File: src/rtl/bcd_converter.sv
// Serial binary-to-BCD converter: extracts a binary field from a raw SPI word and
// converts it with double-dabble, one bit per clock, saturating to all nines.
module bcd_converter #(
    parameter int unsigned SRC_W   = 24,
    parameter int unsigned SRC_LSB = 8,
    parameter int unsigned BIN_W   = 16,
    parameter int unsigned DIGITS  = 4,
    parameter int unsigned SIGNED  = 0
) (
    input  logic                  clk,
    input  logic                  rst,
    input  logic [SRC_W-1:0]      spi_data,
    input  logic                  in_valid,
    output logic                  in_ready,
    output logic [4*DIGITS-1:0]   bcd_values,
    output logic                  sign,
    output logic                  overflow,
    output logic                  out_valid
);

    // Decimal digits of 2^BIN_W: floor(BIN_W*log10(2)) + 1, covers any BIN_W-bit magnitude.
    localparam int unsigned SCR_D = (BIN_W * 30103) / 100000 + 1;
    localparam int unsigned SCR_W = 4 * SCR_D;
    localparam int unsigned OUT_W = 4 * DIGITS;
    localparam int unsigned CNT_W = $clog2(BIN_W + 1);

    typedef enum logic {
        IDLE  = 1'b0,
        SHIFT = 1'b1
    } state_t;

    state_t             state_q;
    logic [CNT_W-1:0]   cnt_q;
    logic [SCR_W-1:0]   scr_q;
    logic [BIN_W-1:0]   mag_q;
    logic               neg_q;
    logic               ready_q;
    logic               valid_q;
    logic [OUT_W-1:0]   bcd_q;
    logic               sign_q;
    logic               ovf_q;

    logic [BIN_W-1:0]   field_c;
    logic [BIN_W:0]     neg_c;
    logic               field_neg_c;
    logic [BIN_W-1:0]   mag_in_c;
    logic [SCR_W-1:0]   scr_adj_c;
    logic [SCR_W-1:0]   scr_d;
    logic [BIN_W-1:0]   mag_d;
    logic [OUT_W-1:0]   res_bcd_c;
    logic               res_ovf_c;
    logic               unused_bits;

    // Field extraction and magnitude; negation is one bit wider so -2^(BIN_W-1) survives.
    always_comb begin
        field_c     = spi_data[SRC_LSB +: BIN_W];
        field_neg_c = (SIGNED != 0) && field_c[BIN_W-1];
        neg_c       = -{1'b0, field_c};
        mag_in_c    = field_neg_c ? neg_c[BIN_W-1:0] : field_c;
    end

    assign unused_bits = ^{spi_data, neg_c[BIN_W]};

    // One double-dabble step: add 3 to digits >= 5, then shift scratch:magnitude left.
    always_comb begin
        scr_adj_c = scr_q;
        for (int k = 0; k < int'(SCR_D); k++) begin
            if (scr_q[4*k +: 4] >= 4'd5) begin
                scr_adj_c[4*k +: 4] = scr_q[4*k +: 4] + 4'd3;
            end
        end
        {scr_d, mag_d} = {scr_adj_c, mag_q} << 1;
    end

    // Digits beyond the output width mean the value exceeds 10^DIGITS-1.
    if (SCR_D > DIGITS) begin : g_ovf
        assign res_bcd_c = scr_d[OUT_W-1:0];
        assign res_ovf_c = |scr_d[SCR_W-1:OUT_W];
    end else begin : g_no_ovf
        assign res_bcd_c = OUT_W'(scr_d);
        assign res_ovf_c = 1'b0;
    end

    always_ff @(posedge clk or posedge rst) begin
        if (rst) begin
            state_q <= IDLE;
            cnt_q   <= '0;
            scr_q   <= '0;
            mag_q   <= '0;
            neg_q   <= 1'b0;
            ready_q <= 1'b0;
            valid_q <= 1'b0;
            bcd_q   <= '0;
            sign_q  <= 1'b0;
            ovf_q   <= 1'b0;
        end else begin
            valid_q <= 1'b0;
            case (state_q)
                IDLE: begin
                    ready_q <= 1'b1;
                    if (in_valid && ready_q) begin
                        state_q <= SHIFT;
                        ready_q <= 1'b0;
                        cnt_q   <= CNT_W'(BIN_W);
                        scr_q   <= '0;
                        mag_q   <= mag_in_c;
                        neg_q   <= field_neg_c;
                    end
                end
                SHIFT: begin
                    scr_q <= scr_d;
                    mag_q <= mag_d;
                    cnt_q <= cnt_q - CNT_W'(1);
                    // Last bit: publish the result and become ready on the same edge.
                    if (cnt_q == CNT_W'(1)) begin
                        state_q <= IDLE;
                        ready_q <= 1'b1;
                        valid_q <= 1'b1;
                        bcd_q   <= res_ovf_c ? {DIGITS{4'h9}} : res_bcd_c;
                        ovf_q   <= res_ovf_c;
                        sign_q  <= neg_q;
                    end
                end
                default: state_q <= IDLE;
            endcase
        end
    end

    assign in_ready   = ready_q;
    assign out_valid  = valid_q;
    assign bcd_values = bcd_q;
    assign sign       = sign_q;
    assign overflow   = ovf_q;

endmodule

File: config.mk
export PLATFORM = sky130hd
export DESIGN_NAME = bcd_converter
export DESIGN_NICKNAME = d
export VERILOG_FILES = /design/src/rtl/bcd_converter.sv
export SDC_FILE = /design/constraint.sdc
export NUM_CORES = 1
export LEC_CHECK = 0
export ABC_AREA = 1
export CORE_MARGIN = 2
export CORE_UTILIZATION = 30
export CTS_BUF_LIST = sky130_fd_sc_hd__clkbuf_8
export DETAILED_ROUTE_END_ITERATION = 10
export PLACE_DENSITY = 0.61
export SLEW_MARGIN = 5
export SYNTH_ARGS = -nofsm -noshare
export SYNTH_HDL_FRONTEND = slang
export SYNTH_SLANG_ARGS = --single-unit
File: constraint.sdc
create_clock -name clk -period 2.7 [get_ports clk]
set_input_delay 0.54 -clock clk [delete_from_list [all_inputs] [get_ports clk]]
set_output_delay 0.54 -clock clk [all_outputs]
set_load 0.05 [all_outputs]
==> run metrics <==
status=finished, final reports clean; CTS tree=done; Slew @ Worst Pin=approximately 530 ps; Synth Area in XOR/XNOR=0.01172; Final Slew Violations=0; max-cap viol count=0; Worst-path clk slew=70 ps; slowest CP cell=clkdlybuf4s50_1; Area Overhead vs Synth=25.27%; Starting Density=0.3074; first-pass GRT wire length=approximately 11,000 um; Max stage delay on crit path=between 800 and 900 ps; WL/cell=roughly 12 um; Clock Latency Late Sink=340 ps; Crit. End Element=output pin; CTS Root Cell=clkbuf_8; highest metal used=met4; wl on met1=roughly 3100 um; Synth Area in Simple Gates=0.1987; multiplexer share of the synthesized area=0; DRC=0; final critical-path share of the clock period=0.7675; largest area contributor in the netlist=dfrtp_1; R2R setup slack=890 ps; Reg2Reg Depth=6; CTS Sinks=61; Routed Antenna Nets=0; Crit Path Class=flip-flop to output pin; Synthesized Nets=roughly 370; Diodes inserted=0; Overflow after GRT=0; P_leak=between 0.0015 and 0.002 uW; FF+latch count, synth=61; Post-Synth Adder-Cell Area=0.05021; compound-gate portion of the synthesized area=0.1439; Hold Vio Cnt, Final=0; Yosys cell types=29; syn avg cell area=approximately 9 sq um; Worst Hold Class=flip-flop to flip-flop; gr usage total=0.1262; iteration count of the initial detailed-routing pass=4; RSZ-0062 raised after global routing=no; GP Congestion=approximately 0.8; Vias=about 2,300; io pins=47; Slew headroom=0.6461; die area=10,780 sq um; worst-path maximum fanout=3; Syn Inst Count=between 300 and 400; port buffer count=37; PostCTS Resize Cnt=0; Final Power=about 4700 uW; post-synth top area share=0.5105; Detailed Route WL=6293 um; setup bufs post-CTS=0; Die Height=roughly 100 um; Core Region=9729 sq um; share of cells above drive strength 1=0.1263; leading cell type in the layout, fill and taps excluded=nand2_1; Layout Nets=approximately 410; design area=3746 sq um; top cells by area, synth=dfrtp_1, nand2_1, inv_1; clock buffer depth=2; Seq/Total Area, Yosys=0.5105; R2R Path Start=state_q; PD cells=roughly 1300 nW/um^2; CTS H-tree depth=3; most frequent cells in the layout=nand2_1, dfrtp_1, inv_1; CP startpoint kind=flip-flop; Hold Path Depth=2; Hold-fix buffers, CTS=0; crit path time final=about 2100 ps; vias per cell=4.565; Synth warnings=0; total CTS buffers=9; initial antenna violation count=0; Fmax=482.6 MHz; Main synth FF type=dfrtp_1; initial drt markers=107; vias in the first global route=2,368; largest family of logic cells by synthesized area=simple AND/OR/NAND/NOR gates; worst hold endpoint=mag_q[2]; DP Area=about 3500 sq um; met2 wire length=about 2800 um; Top delay family on crit path=buffers and inverters; CP Cell Sequence=clkdlybuf4s50_1; Final HPWL DP=around 4300 um; largest net degree at the start of global routing=62; die width=slightly above 100 um; reg2reg end=overflow; Required @ worst endpoint=between 2000 and 2500 ps; clk_skew=approximately 8.5 ps; # setup viols final=0; crit path DAT=around 1500 ps; cell area after synthesis=roughly 3000 sq um; asr flop ratio synth=1.000; Buf/Inv on CP=1; EDFF count, synth=0; hold path startpoint=mag_q[2]; row cnt=36; met3 WL post-DR=around 270 um; TNS Setup=0 ps; Max IR drop VDD=0.0005373 V; number of fill cells=~1,000
registers in the layout, indices dropped and copies added (netlist names):
register,flops
scr_q,20
bcd_values,16
mag_q,16
cnt_q,5
in_ready,1
out_valid,1
overflow,1
state_q,1
how the worst max path moves through the flow:
stage / startpoint / slack [ps] / to / cells after the start
2_1_floorplan: rst / 650 / bcd_values[0] / 1
4_1_cts: in_ready / 610 / in_ready / 1
3_5_place_dp: in_valid / 790 / in_ready / 6
3_3_place_gp: in_valid / 770 / in_ready / 6
5_1_grt: in_ready / 580 / in_ready / 1
6_report: in_ready / 630 / in_ready / 1
cell families (layout without fill, tap and decap cells):
group | Yosys count | count (layout)
XOR/XNOR | 4 | 4
other | 1 | 1
adder cells (fa/ha/maj) | 12 | 12
AND/OR/NAND/NOR | 124 | 124
flip-flops | 61 | 61
buffers and inverters | 62 | 110
AO/OA/AOI/OAI | 68 | 68
worst min-delay path, cell delays in order (launching register included):
cell and delay, ps:
dfrtp_1 340, nand2_1 50, nand3_1 50
cell usage after synthesis (2+ instances only):
cell type and n:
o22ai_1 18, a21oi_1 10, nand2_1 79, nand4_1 3, nor2_1 7, inv_2 2, dfrtp_1 61, clkbuf_1 3
inv_1 50, o21ai_0 19, xor2_1 4, ha_1 12, o211ai_1 8, nand3_1 18, buf_2 5, nand2_4 2
nor2_8 2, or2_2 8, o21ai_2 8, o221ai_1 4
metal layers:
layer,up-vias,GRT usage
met5,-,0
met4,0,0.04730
met3,6,0.04405
met2,44,0.1978
met1,1122,0.1607
li1,1170,-
power by group:
part	switching, uW	leakage (uW)	internal, uW
registers	208	0.000744	1310
clock network	355	0.000110	497
logic	1560	0.000880	800
total	2130	0.00173	2600
area by class of cell:
class                   count  area [sq um]  share of cell area
flip-flops and latches     61          1526              0.4075
clock buffers              12         165.2             0.04409
clock inverters             4         46.29             0.01236
repair buffers             42         432.9              0.1156
well taps                 133         166.4             0.04442
multi-input cells         209          1214              0.3240
inverters                  52         195.2             0.05210
metrics by stage:
step	cells	utilization	setup slack, ps	hold WS [ps]
floorplan	332	-	647.0	452.4
global placement	497	0.3633	774.6	467.6
detailed placement	497	0.3633	791.9	469.7
CTS	513	0.3850	607.0	488.2
global route	513	0.3850	575.5	502.5
finish	513	0.3850	627.8	484.7
Power figures use the tool's default switching activity.
